`config.mk`:
```
export PLATFORM = sky130hd
export DESIGN_NAME = sdram_axil_bist_flat
export DESIGN_NICKNAME = d
export VERILOG_FILES = /design/src/rtl/sdram_bist_pkg.sv /design/src/rtl/taxi_axil_if.sv /design/src/rtl/sdram_axil_bist.sv /design/src/flat_wrapper.sv
export SDC_FILE = /design/constraint.sdc
export NUM_CORES = 1
export LEC_CHECK = 0
export ABC_AREA = 1
export BUFFER_PORTS_ARGS = -buffer_cell sky130_fd_sc_hd__buf_4
export CELL_PAD_IN_SITES_DETAIL_PLACEMENT = 1
export CELL_PAD_IN_SITES_GLOBAL_PLACEMENT = 1
export CORE_ASPECT_RATIO = 0.7
export CORE_MARGIN = 4
export CORE_UTILIZATION = 40
export CTS_BUF_LIST = sky130_fd_sc_hd__clkbuf_2 sky130_fd_sc_hd__clkbuf_4 sky130_fd_sc_hd__clkbuf_8
export CTS_CLUSTER_SIZE = 12
export DETAILED_ROUTE_END_ITERATION = 8
export PLACE_DENSITY = 0.86
export SLEW_MARGIN = 5
export SYNTH_ARGS = -nofsm -noshare
export SYNTH_HDL_FRONTEND = slang
export SYNTH_SLANG_ARGS = --single-unit
```
`constraint.sdc`:
```
create_clock -name clk -period 5.5 [get_ports clk]
set_clock_uncertainty 0.05 [all_clocks]
set_input_delay 0.825 -clock clk [delete_from_list [all_inputs] [get_ports clk]]
set_output_delay 0.825 -clock clk [all_outputs]
set_load 0.02 [all_outputs]
```
`src/rtl/sdram_bist_pkg.sv`:
```
// Shared types and helpers for the SDRAM AXI-Lite memory self-test.
package sdram_bist_pkg;

    typedef enum logic [2:0] {
        IDLE,
        WR,
        WR_RESP,
        RD,
        RD_DATA,
        DONE
    } bist_state_t;

    localparam logic [31:0] LFSR_TAPS = 32'h80200003;
    localparam logic [1:0]  RESP_OKAY = 2'b00;

    function automatic logic [31:0] lfsr_next(input logic [31:0] v);
        return (v >> 1) ^ (v[0] ? LFSR_TAPS : 32'h0000_0000);
    endfunction

endpackage

```
`src/rtl/taxi_axil_if.sv`:
```
// AXI-Lite bundle shared between the self-test manager and the SDRAM controller.
interface taxi_axil_if #(
    parameter int DATA_W = 32,
    parameter int ADDR_W = 32,
    parameter int STRB_W = DATA_W / 8
) ();
    logic [ADDR_W-1:0] awaddr;
    logic [2:0]        awprot;
    logic              awvalid;
    logic              awready;
    logic [DATA_W-1:0] wdata;
    logic [STRB_W-1:0] wstrb;
    logic              wvalid;
    logic              wready;
    logic [1:0]        bresp;
    logic              bvalid;
    logic              bready;
    logic [ADDR_W-1:0] araddr;
    logic [2:0]        arprot;
    logic              arvalid;
    logic              arready;
    logic [DATA_W-1:0] rdata;
    logic [1:0]        rresp;
    logic              rvalid;
    logic              rready;

    modport man (
        output awaddr, awprot, awvalid, input awready,
        output wdata, wstrb, wvalid, input wready,
        input bresp, bvalid, output bready,
        output araddr, arprot, arvalid, input arready,
        input rdata, rresp, rvalid, output rready
    );

    modport sub (
        input awaddr, awprot, awvalid, output awready,
        input wdata, wstrb, wvalid, output wready,
        output bresp, bvalid, input bready,
        input araddr, arprot, arvalid, output arready,
        output rdata, rresp, rvalid, input rready
    );
endinterface

```
`src/rtl/sdram_axil_bist.sv`:
```
// Write-then-readback AXI-Lite memory test: LFSR pattern over a word range,
// reports pass, saturating error count and first failing address.
module sdram_axil_bist
    import sdram_bist_pkg::*;
#(
    parameter int ADDR_W  = 32,
    parameter int COUNT_W = 16,
    parameter int ERR_W   = 16
) (
    input  logic               clk,
    input  logic               rst_n,
    taxi_axil_if.man           axi_if,
    input  logic               start,
    input  logic [ADDR_W-1:0]  base_addr,
    input  logic [COUNT_W-1:0] word_count,
    input  logic [31:0]        seed,
    output logic               busy,
    output logic               done,
    output logic               pass,
    output logic [ERR_W-1:0]   err_count,
    output logic [ADDR_W-1:0]  first_err_addr
);

    bist_state_t        r_state;
    bist_state_t        w_next;
    logic [ADDR_W-1:0]  r_base;
    logic [ADDR_W-1:0]  r_addr;
    logic [COUNT_W-1:0] r_count;
    logic [COUNT_W-1:0] r_left;
    logic [31:0]        r_seed;
    logic [31:0]        r_lfsr;
    logic               r_awvalid;
    logic               r_wvalid;
    logic               r_arvalid;
    logic [ERR_W-1:0]   r_err;
    logic [ADDR_W-1:0]  r_first;
    logic               r_pass;

    logic               w_b_hs;
    logic               w_r_hs;
    logic               w_last;
    logic               w_err_hit;
    logic [31:0]        w_seed;
    logic               w_unused_addr_lsbs;

    assign w_b_hs = (r_state == WR_RESP) && axi_if.bvalid;
    assign w_r_hs = (r_state == RD_DATA) && axi_if.rvalid;
    assign w_last = (r_left == COUNT_W'(1));
    assign w_seed = (seed == 32'd0) ? 32'd1 : seed;
    assign w_unused_addr_lsbs = ^base_addr[1:0];

    assign w_err_hit = (w_b_hs && (axi_if.bresp != RESP_OKAY)) ||
                       (w_r_hs && ((axi_if.rdata != r_lfsr) || (axi_if.rresp != RESP_OKAY)));

    always_comb begin
        w_next = r_state;
        case (r_state)
            IDLE:    if (start) w_next = (word_count == '0) ? DONE : WR;
            WR:      if ((!r_awvalid || axi_if.awready) && (!r_wvalid || axi_if.wready))
                         w_next = WR_RESP;
            WR_RESP: if (w_b_hs) w_next = w_last ? RD : WR;
            RD:      if (r_arvalid && axi_if.arready) w_next = RD_DATA;
            RD_DATA: if (w_r_hs) w_next = w_last ? DONE : RD;
            DONE:    w_next = IDLE;
            default: w_next = IDLE;
        endcase
    end

    always_ff @(posedge clk or negedge rst_n) begin
        if (!rst_n) begin
            r_state   <= IDLE;
            r_base    <= '0;
            r_addr    <= '0;
            r_count   <= '0;
            r_left    <= '0;
            r_seed    <= '0;
            r_lfsr    <= '0;
            r_awvalid <= 1'b0;
            r_wvalid  <= 1'b0;
            r_arvalid <= 1'b0;
            r_err     <= '0;
            r_first   <= '0;
            r_pass    <= 1'b0;
        end else begin
            r_state <= w_next;
            case (r_state)
                IDLE: if (start) begin
                    r_base    <= {base_addr[ADDR_W-1:2], 2'b00};
                    r_addr    <= {base_addr[ADDR_W-1:2], 2'b00};
                    r_count   <= word_count;
                    r_left    <= word_count;
                    r_seed    <= w_seed;
                    r_lfsr    <= w_seed;
                    r_err     <= '0;
                    r_first   <= '0;
                    r_pass    <= 1'b0;
                    r_awvalid <= (word_count != '0);
                    r_wvalid  <= (word_count != '0);
                end
                WR: begin
                    if (axi_if.awready) r_awvalid <= 1'b0;
                    if (axi_if.wready)  r_wvalid  <= 1'b0;
                end
                WR_RESP: if (w_b_hs) begin
                    if (w_last) begin
                        r_addr <= r_base;
                        r_lfsr <= r_seed;
                        r_left <= r_count;
                    end else begin
                        r_addr    <= r_addr + ADDR_W'(4);
                        r_lfsr    <= lfsr_next(r_lfsr);
                        r_left    <= r_left - COUNT_W'(1);
                        r_awvalid <= 1'b1;
                        r_wvalid  <= 1'b1;
                    end
                end
                // First read enters with arvalid low: one turnaround cycle after the reload.
                RD: begin
                    if (!r_arvalid)          r_arvalid <= 1'b1;
                    else if (axi_if.arready) r_arvalid <= 1'b0;
                end
                RD_DATA: if (w_r_hs && !w_last) begin
                    r_addr    <= r_addr + ADDR_W'(4);
                    r_lfsr    <= lfsr_next(r_lfsr);
                    r_left    <= r_left - COUNT_W'(1);
                    r_arvalid <= 1'b1;
                end
                DONE:    r_pass <= (r_err == '0);
                default: ;
            endcase
            if (w_err_hit) begin
                if (r_err != '1) r_err <= r_err + ERR_W'(1);
                if (r_err == '0) r_first <= r_addr;
            end
        end
    end

    assign busy           = (r_state == WR) || (r_state == WR_RESP) ||
                            (r_state == RD) || (r_state == RD_DATA);
    assign done           = (r_state == DONE);
    assign pass           = (r_state == DONE) ? (r_err == '0) : r_pass;
    assign err_count      = r_err;
    assign first_err_addr = r_first;

    assign axi_if.awaddr  = r_addr;
    assign axi_if.awprot  = 3'b000;
    assign axi_if.awvalid = r_awvalid;
    assign axi_if.wdata   = r_lfsr;
    assign axi_if.wstrb   = '1;
    assign axi_if.wvalid  = r_wvalid;
    assign axi_if.bready  = (r_state == WR_RESP);
    assign axi_if.araddr  = r_addr;
    assign axi_if.arprot  = 3'b000;
    assign axi_if.arvalid = r_arvalid;
    assign axi_if.rready  = (r_state == RD_DATA);

endmodule

```
`src/flat_wrapper.sv`:
```
// flat-port wrapper written by rule: the top's interface ports become plain ports
module sdram_axil_bist_flat import sdram_bist_pkg::*;
#(
    parameter int ADDR_W  = 32,
    parameter int COUNT_W = 16,
    parameter int ERR_W   = 16
)
  (clk, rst_n, start, base_addr, word_count, seed, busy, done, pass, err_count, first_err_addr, axi_if_awaddr, axi_if_awprot, axi_if_awvalid, axi_if_awready, axi_if_wdata, axi_if_wstrb, axi_if_wvalid, axi_if_wready, axi_if_bresp, axi_if_bvalid, axi_if_bready, axi_if_araddr, axi_if_arprot, axi_if_arvalid, axi_if_arready, axi_if_rdata, axi_if_rresp, axi_if_rvalid, axi_if_rready);
  taxi_axil_if #(.DATA_W(32), .ADDR_W(ADDR_W)) axi_if_i ();
  input  logic clk;
  input  logic rst_n;
  input  logic start;
  input  logic [ADDR_W-1:0] base_addr;
  input  logic [COUNT_W-1:0] word_count;
  input  logic [31:0] seed;
  output logic busy;
  output logic done;
  output logic pass;
  output logic [ERR_W-1:0] err_count;
  output logic [ADDR_W-1:0] first_err_addr;
  output wire logic [$bits(axi_if_i.awaddr)-1:0] axi_if_awaddr;
  output wire logic [$bits(axi_if_i.awprot)-1:0] axi_if_awprot;
  output wire logic [$bits(axi_if_i.awvalid)-1:0] axi_if_awvalid;
  input wire logic [$bits(axi_if_i.awready)-1:0] axi_if_awready;
  output wire logic [$bits(axi_if_i.wdata)-1:0] axi_if_wdata;
  output wire logic [$bits(axi_if_i.wstrb)-1:0] axi_if_wstrb;
  output wire logic [$bits(axi_if_i.wvalid)-1:0] axi_if_wvalid;
  input wire logic [$bits(axi_if_i.wready)-1:0] axi_if_wready;
  input wire logic [$bits(axi_if_i.bresp)-1:0] axi_if_bresp;
  input wire logic [$bits(axi_if_i.bvalid)-1:0] axi_if_bvalid;
  output wire logic [$bits(axi_if_i.bready)-1:0] axi_if_bready;
  output wire logic [$bits(axi_if_i.araddr)-1:0] axi_if_araddr;
  output wire logic [$bits(axi_if_i.arprot)-1:0] axi_if_arprot;
  output wire logic [$bits(axi_if_i.arvalid)-1:0] axi_if_arvalid;
  input wire logic [$bits(axi_if_i.arready)-1:0] axi_if_arready;
  input wire logic [$bits(axi_if_i.rdata)-1:0] axi_if_rdata;
  input wire logic [$bits(axi_if_i.rresp)-1:0] axi_if_rresp;
  input wire logic [$bits(axi_if_i.rvalid)-1:0] axi_if_rvalid;
  output wire logic [$bits(axi_if_i.rready)-1:0] axi_if_rready;
  assign axi_if_awaddr = axi_if_i.awaddr;
  assign axi_if_awprot = axi_if_i.awprot;
  assign axi_if_awvalid = axi_if_i.awvalid;
  assign axi_if_i.awready = axi_if_awready;
  assign axi_if_wdata = axi_if_i.wdata;
  assign axi_if_wstrb = axi_if_i.wstrb;
  assign axi_if_wvalid = axi_if_i.wvalid;
  assign axi_if_i.wready = axi_if_wready;
  assign axi_if_i.bresp = axi_if_bresp;
  assign axi_if_i.bvalid = axi_if_bvalid;
  assign axi_if_bready = axi_if_i.bready;
  assign axi_if_araddr = axi_if_i.araddr;
  assign axi_if_arprot = axi_if_i.arprot;
  assign axi_if_arvalid = axi_if_i.arvalid;
  assign axi_if_i.arready = axi_if_arready;
  assign axi_if_i.rdata = axi_if_rdata;
  assign axi_if_i.rresp = axi_if_rresp;
  assign axi_if_i.rvalid = axi_if_rvalid;
  assign axi_if_rready = axi_if_i.rready;
  sdram_axil_bist #(.ADDR_W(ADDR_W), .COUNT_W(COUNT_W), .ERR_W(ERR_W)) u_core (.clk(clk), .rst_n(rst_n), .axi_if(axi_if_i), .start(start), .base_addr(base_addr), .word_count(word_count), .seed(seed), .busy(busy), .done(done), .pass(pass), .err_count(err_count), .first_err_addr(first_err_addr));
endmodule
```
Word level (Yosys, flattened, before mapping) --
Index checks and enable logic that the tools add are counted. Widths: inputs -> output; s select.
Storage, ports and cells: register bits 213, latch bits 0, RAM bits 0, ROM bits 0, input bits 124, output and inout bits 162, logic and storage cells 117, memories 0
Operators by class: add/sub/neg operators 3, multiply operators 0, divide/modulo/power cells 0, order comparisons 0, equality and inequality tests 17, shifts and indexed selects 0, mux-type cells 48, bitwise operators 1, reductions and logical operators 35
Operators with widths (number):
- $mux 32 | 14
- $pmux 32 s3 | 2
- $mux 16 | 8
- $pmux 16 s3 | 1
- $add 32x3->32 const B | 1
- $logic_not 16->1 | 2
- $logic_not 32->1 | 1
- $ne 32x32->1 | 1
- $xor 31x32->32 | 1
- $mux 3 | 7
- $add 16x1->16 const B | 1
- $eq 16x1->1 const B | 1
- $ne 16x16->1 const B | 1
- $reduce_bool 16->1 | 1
- $sub 16x1->16 const B | 1
- $pmux 3 s5 | 1
- $reduce_and 5->1 | 3
- $mux 1 | 10
- $ne 2x1->1 const B | 5
- $ne 2x2->1 const B | 4
- $reduce_bool 2->1 | 4
- $logic_and 1x1->1 | 7
- $logic_or 1x1->1 | 7
- $eq 3x2->1 const B | 2
- other kinds (10) | 18

Logic depth before layout (Yosys ltp) --
Gate-level depths: netlist of the first run.
depth after elaboration 5, gate-level depth with buffers 15, gate-level depth less buffers 13

Least setup slack after synthesis of the first run --
OpenSTA, ideal clock, no wires.
path kind reg-to-output, from register u_core.r_err[0] (netlist: u_core.err_count[0]), to output port pass, arrival 1543 ps, required time 4625 ps, setup slack 3082 ps, cell stages (with the launch flop) 9, path buffers 0, cells stage by stage dfrtp_1 inv_1 ha_1 nand3_1 nor2_1 nand2_1 clkinv_1 nand2_1 nand2_1
Between the ends: cells in the longest elaborated chain, start to end 2
Ends and longest elaborated chain:
- start, declared | RTL line sdram_axil_bist.sv:35 | logic [ERR_W-1:0] r_err;
- start signal, assigned | RTL line sdram_axil_bist.sv:132 | if (r_err != '1) r_err <= r_err + ERR_W'(1);
- $logic_not 16->1 | RTL line sdram_axil_bist.sv:141 | assign pass = (r_state == DONE) ? (r_err == '0) : r_pass;
- $mux 1 | RTL line sdram_axil_bist.sv:141
- end, declared | RTL line flat_wrapper.sv:18 | output logic pass;
No other way between the ends.

Worst setup path in the final report of the first run --
Ends and elaborated chain as after synthesis.

==> results.toml, run 1 <==
[logic_synthesis]
synth.area.mux_share_pct = 0
synth-adder-area-share_pct = 0.469
syn_area_sq_mm = 0.0133
ys_seq_area_share_pct = 39.6
synth_seq_cells = 211
yosysWarnings = 0
synth_xor_area_share_pct = 2.03
yosys.area_share.simple_pct = 34.4
avgSynthCellArea_sq_um = 6.63
syn_inst = 2014
synth.distinct_cells = 40
synth_top_family_by_area = "simple AND/OR/NAND/NOR gates"
synth_compound_area_share_pct = 11.3

[run]
max_cap_violations = 0

[cells_and_area]
fin_nets = 2347
final_common_cell = "nand2_1"
fin_cells = 2674
area_growth_pct = 20.7
final_cell_mix = "nand2_1, buf_4, inv_1"
drive_above_1_share_pct = 17.1
fin_util_pct = 49.4

[timing]
rsz0062_at_grt = "no"
hold_viol = 0
min_period_ps = 3930
drv_slew = 0
setup_viol = 0
fmax_mhz = 255
worstMarginPinSlew_ps = 1060
tns_ps = 0
slew_headroom_pct = 29.5
hold_slack_ps = 176
post-route-period-util_pct = 71.4

[pwr]
ir_worst_vdd_mv = 0.295
clockPowerShare_pct = 16.4
p_per_area_mw_per_mm2 = 608
p_switching_mw = 4.91
pwr-share-seq_pct = 30.4
p_int_mw = 4.88
p_leak_nw = 8.36
combPwrFrac_pct = 53.2
power_mw = 9.79
p_sw_share_pct = 50.1

[setup_path]
required_ps = 4620
cp-end-kind = "output port"
r2r_cells = 13
crit_path_start_kind = "flop"
rr_endpoint = "u_core.axi_if.araddr[14]"
critPathKind = "reg2out"
arrival_ps = 3050
critPathMaxStageDelay_ps = 580
r2r_setup_slack_ps = 1960
worst_path_dominant_cell_family = "buffers and inverters"
timing.critical_path.mode_cell = "nand2_1"
worst_path_max_delay_cell = "clkinv_1"
path_buf_inv = 4
r2r_start = "u_core.r_state[1]"
cp_cell_sequence = "inv_1 -> ha_1 -> nand3_1 -> nor2_1 -> nand2_1 -> buf_4 -> clkinv_1 -> nand2_1 -> nand2_1 -> buf_4"
crit_fanout = 54

[clock_network]
cts_tree = "yes"
clk_latency_ps = 580
cts_made_buffers = 39
ctsHoldBuffers = 0
cts_resized = 0
htreeDepth = 2
cts_buffer_depth = 3
post_cts_buffers = 0
root_buffer = "clkbuf_8"
clock_sinks = 211
path_clk_slew_ps = 60

[placement]
dp_cells = 2604
io_buffers = 269
routabilityCongestion = 0.889
dpl.hpwl_mm = 37.2

[routing]
wl_per_cell_microns = 19.4
drt-pass1-iter-count = 5
detail-route-antenna-nets = 0
drt-vias-per-instance = 5.34
drt_iter0_markers = 1073
drc_errors = 0
routed_wl_mm = 51.9
num_vias = 14300

[grt]
grt-ovfl-total = 0
grt_pass1_vias = 14800
grtUsageTotal_pct = 28.1
grt_max_degree = 126
grt_first_pass_wirelength_mm = 82.0
antenna_found_initial = 6

[floorplan]
io_pins = 286
dieHeight_microns = 161
die_w_microns = 226
dieArea_sq_mm = 0.0364
start_util_pct = 40.9
rows = 55
core_area_sq_mm = 0.0326

[min_path]
hp-class = "in2async"

[status]
status = "finished clean"
==> flip-flops by register name, summed over array words and instances, names as in the netlist, 3 cells and up <==
| register | flops |
|---|---|
| u_core.r_state | 3 |
| u_core.r_base | 30 |
| u_core.r_left | 16 |
| u_core.axi_if.wdata | 32 |
| u_core.first_err_addr | 32 |
| u_core.axi_if.araddr | 30 |
| u_core.r_seed | 32 |
| u_core.r_count | 16 |
| u_core.err_count | 16 |
==> layer usage <==
layer  global-route usage [%]  part of all wire [%]  vias to the layer above  routed length (microns)
li1                         -                     -                     6703                        -
met1                     39.5                    46                     7058                    23700
met2                     44.2                    46                      415                    23800
met3                     4.93                   5.8                       91                     3030
met4                     8.82                   2.6                        4                     1360
met5                        0                 0.050                        -                       26
==> power by group through the flow <==
stage               Clock, mW  Combinational (mW)  Sequential [mW]
floorplan                   0                3.25             3.12
global placement            0                4.97             2.96
detailed placement          0                5.19             2.99
CTS                      1.63                5.22             2.97
global route             1.71                5.79             3.08
finish                   1.61                5.21             2.98
==> cell families (layout without fill, tap and decap cells) <==
logic type,after synthesis,in the layout
simple gates,1119,1119
buf+inv,357,574
compound gates,289,289
flops,211,211
xor+xnor,31,31
fa+ha+maj,5,5
other cells,2,18
==> synthesized netlist by cell type (all sizes together) <==
cell | instances | area share, %
ha | 5 | 0.47
o21ai | 149 | 5.6
nand2 | 717 | 20
buf | 105 | 5.1
inv | 224 | 6.3
conb | 2 | 0.056
nand3b | 1 | 0.056
nand4 | 29 | 1.4
a21oi | 114 | 4.3
nor2 | 202 | 5.9
nor3b | 1 | 0.056
nor4 | 6 | 0.28
clkbuf | 27 | 0.78
a31oi | 2 | 0.094
o22ai | 10 | 0.47
dfrtp | 211 | 40
nor3 | 17 | 0.64
o211ai | 10 | 0.56
xnor2 | 13 | 0.85
o21a | 1 | 0.056
a31o | 1 | 0.066
or2 | 4 | 0.19
a22oi | 1 | 0.056
nand3 | 142 | 5.6
clkinv | 1 | 0.028
o2111ai | 1 | 0.066
xor2 | 18 | 1.2
==> cell type report <==
class                   count  area [sq um]
diodes                      4          10.0
clock buffers              61           777
clock inverters             5          25.0
fillers                  4341         16500
inverters                 225           846
multi-input cells        1458          6480
flip-flops and latches    211          5280
well taps                 427           534
repair buffers            283          2160
==> worst max path at each step <==
stage	startpoint	to	slack (ps)	depth (start not counted)
5_1_grt	u_core.err_count[0]	pass	1390	10
4_1_cts	u_core.err_count[0]	pass	1570	10
2_1_floorplan	u_core.err_count[0]	pass	3080	8
6_report	u_core.err_count[0]	pass	1570	10
3_3_place_gp	axi_if_rdata[28]	u_core.first_err_addr[28]	1930	13
3_5_place_dp	axi_if_rresp[1]	u_core.first_err_addr[2]	1860	15
==> per-stage QoR <==
| stage | worst slack (ps) | instance area (sq um) |
|---|---|---|
| 2_1_floorplan | 3080 | 13400 |
| 3_5_place_dp | 1860 | 15300 |
| 4_1_cts | 1570 | 16100 |
| 3_3_place_gp | 1930 | 15300 |
| 6_report | 1570 | 16100 |
| 5_1_grt | 1390 | 16100 |
Note: power is estimated with default switching activity, not from simulation.
==> run 2, diff against run 1 <==
==> constraint.sdc (replaced) <==
create_clock -name clk -period 3.7 [get_ports clk]
set_clock_uncertainty 0.05 [all_clocks]
set_input_delay 0.555 -clock clk [delete_from_list [all_inputs] [get_ports clk]]
set_output_delay 0.555 -clock clk [all_outputs]
set_load 0.02 [all_outputs]
==> run 2 against run 1 <==
First-iteration DRC count rose by 12%. Die area unchanged. Via count grew 0.63%. Combinational power is 53% higher. Clock power increased by 38%. Final cell count rose by 0.22%. Utilization increased by 0.26 points. Critical endpoint is now busy.
==> results.toml, run 2 (same netlist as run 1, synthesis figures left out) <==
[timing]
tns_ps = 0
hold_viol = 0
worstMarginPinSlew_ps = 750
fmax_mhz = 296
setup_viol = 0
hold_slack_ps = 180
post-route-period-util_pct = 91.2
min_period_ps = 3370
drv_slew = 0
slew_headroom_pct = 50.0
rsz0062_at_grt = "no"

[pwr]
combPwrFrac_pct = 54.4
p_sw_share_pct = 50.3
pwr-share-seq_pct = 30.4
p_switching_mw = 7.36
clockPowerShare_pct = 15.2
p_leak_nw = 8.40
p_per_area_mw_per_mm2 = 903
ir_worst_vdd_mv = 0.542
p_int_mw = 7.27
power_mw = 14.6

[setup_path]
r2r_start = "u_core.r_left[7]"
r2r_setup_slack_ps = 930
critPathKind = "reg2out"
r2r_cells = 10
rr_endpoint = "u_core.axi_if.araddr[26]"
crit_path_start_kind = "flop"
arrival_ps = 2770
cp-end-kind = "output port"
crit_fanout = 58
required_ps = 3090

[cells_and_area]
final_cell_mix = "nand2_1, buf_4, inv_1"
post-route-cell-area_sq_mm = 0.0162
final_common_cell = "nand2_1"
fin_nets = 2361
drive_above_1_share_pct = 17.3
fin_cells = 2680
area_growth_pct = 21.4

[grt]
use_met3_pct = 6.08
grtUsageTotal_pct = 28.4
busiest_layer = "met2"
met1_usage_pct = 39.2
use_met2_pct = 45.3
grt_pass1_vias = 15000
grt_first_pass_wirelength_mm = 83.2
antenna_found_initial = 5
grt-ovfl-total = 0
grt_max_degree = 101

[clock_network]
post_cts_buffers = 0
path_clk_slew_ps = 60
cts_made_buffers = 37
htreeDepth = 2
cts_buffer_depth = 3
root_buffer = "clkbuf_8"
clk_latency_ps = 570
cts_tree = "yes"
clock_sinks = 211

[min_path]
min_to = "u_core.r_seed[7]"
hold-path-cell-count = 3
hp-class = "in2reg"
worstHoldStart = "seed[7]"

[status]
status = "finished clean"

[routing]
routed_wl_mm = 52.6
drc_errors = 0
detail-route-antenna-nets = 0
num_vias = 14400
drt-vias-per-instance = 5.36
drt-pass1-iter-count = 5
wl_per_cell_microns = 19.6
drt_iter0_markers = 1203

[placement]
placed_area_sq_mm = 0.0155
io_buffers = 269
routabilityCongestion = 0.927
dp_cells = 2619
dpl.hpwl_mm = 37.9

[floorplan]
start_util_pct = 40.9
io_pins = 286
core_area_sq_mm = 0.0326
die_w_microns = 226
rows = 55
dieHeight_microns = 161
dieArea_sq_mm = 0.0364

[run]
max_cap_violations = 0
==> run 2: changes by cell type in the layout (fill, tap and decap cells not counted), sizes merged <==
cell and change:
clkinvlp +1, dlygate4sd3 +1, clkbuf -6, diode -2, buf +15, clkinv -3
==> run 2: worst max-delay path: stages, from the launching register on <==
cell     delay [ps]
dfrtp_1         460
inv_2            90
nand3_2         180
nand2_2          80
buf_4           290
inv_2           110
buf_4           550
nand3_1         220
buf_4           220
==> run 2: metrics by stage <==
stage / utilization, % / setup WS (ps)
global route: 49.6 / 97.8
finish: 49.6 / 326
CTS: 49.6 / 270
floorplan: - / 1550
detailed placement: 47.4 / 876
global placement: 47.4 / 927
==> run 2: worst max path at each step <==
stage	startpoint	end	slack, ps	depth (start not counted)
4_1_cts	u_core.r_state[2]	busy	270	8
6_report	u_core.r_state[2]	busy	330	8
2_1_floorplan	u_core.err_count[0]	pass	1550	8
5_1_grt	u_core.r_state[2]	busy	100	8
3_5_place_dp	u_core.r_state[2]	busy	880	8
3_3_place_gp	u_core.r_state[2]	busy	930	8
==> run 2: area by class of cell <==
type,instances,area [sq um]
clock inverters,3,17.5
fillers,4406,16400
well taps,427,534
flip-flops and latches,211,5280
repair buffers,299,2330
inverters,225,846
multi-input cells,1458,6480
diodes,2,5.00
clock buffers,55,701
==> run 2: routing by layer <==
| metal | part of all wire, % | vias to the layer above |
|---|---|---|
| met3 | 6.3 | 103 |
| met5 | 0.053 | - |
| met1 | 45 | 7120 |
| li1 | - | 6723 |
| met2 | 46 | 409 |
| met4 | 2.6 | 6 |
==> run 2: power by group through the flow <==
stage          Combinational, mW  Clock (mW)  Sequential (mW)
2_1_floorplan               4.83           0             4.64
3_3_place_gp                7.57           0             4.40
3_5_place_dp                7.89           0             4.45
4_1_cts                     7.96        2.27             4.43
5_1_grt                     8.81        2.39             4.58
6_report                    7.96        2.22             4.45
==> run 2: repair_timing <==
item                                   in CTS  in global routing
hold buffers                                1                  0
gates resized for setup                     0                  0
endpoints found under the hold margin       2                  0
==> run 3, diff against run 2 <==
==> constraint.sdc (replaced) <==
create_clock -name clk -period 3.2 [get_ports clk]
set_clock_uncertainty 0.05 [all_clocks]
set_input_delay 0.48 -clock clk [delete_from_list [all_inputs] [get_ports clk]]
set_output_delay 0.48 -clock clk [all_outputs]
set_load 0.02 [all_outputs]
==> run 3 against run 2 <==
Worst setup slack worse by 62 ps. Combinational power up 14%. Flip-flop and latch count unchanged. Largest cell class unchanged. Highest routed layer is now met4.
==> results.toml, run 3 (same netlist as run 1, synthesis figures left out) <==
[min_path]
hp-class = "in2reg"
worstHoldStart = "base_addr[7]"

[clock_network]
htreeDepth = 2
cts_buffer_depth = 3
clock_sinks = 211
cts_made_buffers = 39
root_buffer = "clkbuf_8"
path_clk_slew_ps = 70
post_cts_buffers = 0
cts_tree = "yes"
clk_latency_ps = 570

[grt]
antenna_found_initial = 3
grt-ovfl-total = 0
grt_first_pass_wirelength_mm = 83.2
grt_pass1_vias = 15000
grt_max_degree = 100
grtUsageTotal_pct = 28.3

[cells_and_area]
area_growth_pct = 22.7
final_cell_mix = "nand2_1, buf_4, inv_1"
post-route-cell-area_sq_mm = 0.0164
drive_above_1_share_pct = 17.8
fin_nets = 2361
final_common_cell = "nand2_1"

[setup_path]
required_ps = 2670
r2r_start = "u_core.r_left[1]"
cp-end-kind = "output port"
arrival_ps = 2410
crit_path_start_kind = "flop"
startpoint = "u_core.r_state[2]"
crit_fanout = 27
critPathKind = "reg2out"

[routing]
drc_errors = 0
drt_iter0_markers = 1283
detail-route-antenna-nets = 0
wl_per_cell_microns = 19.6
routed_wl_mm = 52.9
num_vias = 14600
drt-vias-per-instance = 5.40
drt-pass1-iter-count = 6

[timing]
drv_slew = 0
slew_headroom_pct = 51.1
setup_viol = 0
fmax_mhz = 341
worstMarginPinSlew_ps = 733
hold_viol = 0
rsz0062_at_grt = "no"
hold_slack_ps = 83.8
tns_ps = 0
min_period_ps = 2940
post-route-period-util_pct = 91.8

[pwr]
p_leak_nw = 8.49
ir_worst_vdd_mv = 0.616
p_per_area_mw_per_mm2 = 1060

[placement]
io_buffers = 269
dpl.hpwl_mm = 37.7
routabilityCongestion = 0.906
placed_area_sq_mm = 0.0154

[floorplan]
core_area_sq_mm = 0.0326
dieHeight_microns = 161
rows = 55
dieArea_sq_mm = 0.0364
io_pins = 286
start_util_pct = 40.9
die_w_microns = 226

[run]
max_cap_violations = 0

[status]
status = "finished clean"
run 3: final timing paths:
path                       slack (ps)  depth (start not counted)                       end
max                               260                          7                      busy
min                                80                          3          u_core.r_base[7]
max reg2reg                       430                         11  u_core.axi_if.araddr[26]
min reg2reg                       420                          2          u_core.r_seed[9]
max in group asynchronous        1720                          3       u_core.err_count[4]
min in group asynchronous         480                          2         u_core.r_count[8]
run 3: through the flow:
stage	power, mW	instances	setup WS [ps]	utilization (%)
after floorplan	10.9	2026	1130	-
after global placement	13.7	2617	597	47.3
after detailed placement	14.1	2617	480	47.3
after CTS	17.3	2690	233	50.2
after global routing	18.6	2693	92.9	50.2
final	17.3	2693	264	50.2
run 3: repair_timing:
action,4_1_cts,5_1_grt
resized for setup,0,0
hold buffers,1,0
hold endpoints to repair,84,0
run 3: power by group:
part           internal [mW]  switching [mW]
Clock                   1.79            1.30
Combinational           3.06            6.02
Sequential              3.87            1.28
Total                   8.72            8.60
run 3: critical path: stages, from the launching register on:
cell and delay (ps):
dfrtp_1 450, inv_2 120, nand3_2 220, nand2_2 190
buf_4 360, inv_2 200, nand3_1 130, buf_4 150
run 3: final cells by class:
class	count	area (sq um)
diodes	3	7.51
clock buffers	59	768
clock inverters	13	150
fillers	4357	16300
inverters	225	846
multi-input cells	1458	6480
flip-flops and latches	211	5280
well taps	427	534
repair buffers	297	2300
run 3: metal layers:
metal / wire length, microns / up-vias / global-route usage, %
met5: 0 / - / 0
met4: 1170 / 0 / 7.44
met3: 3280 / 95 / 4.79
li1: - / 6729 / -
met2: 25000 / 458 / 45.9
met1: 23400 / 7272 / 39.2
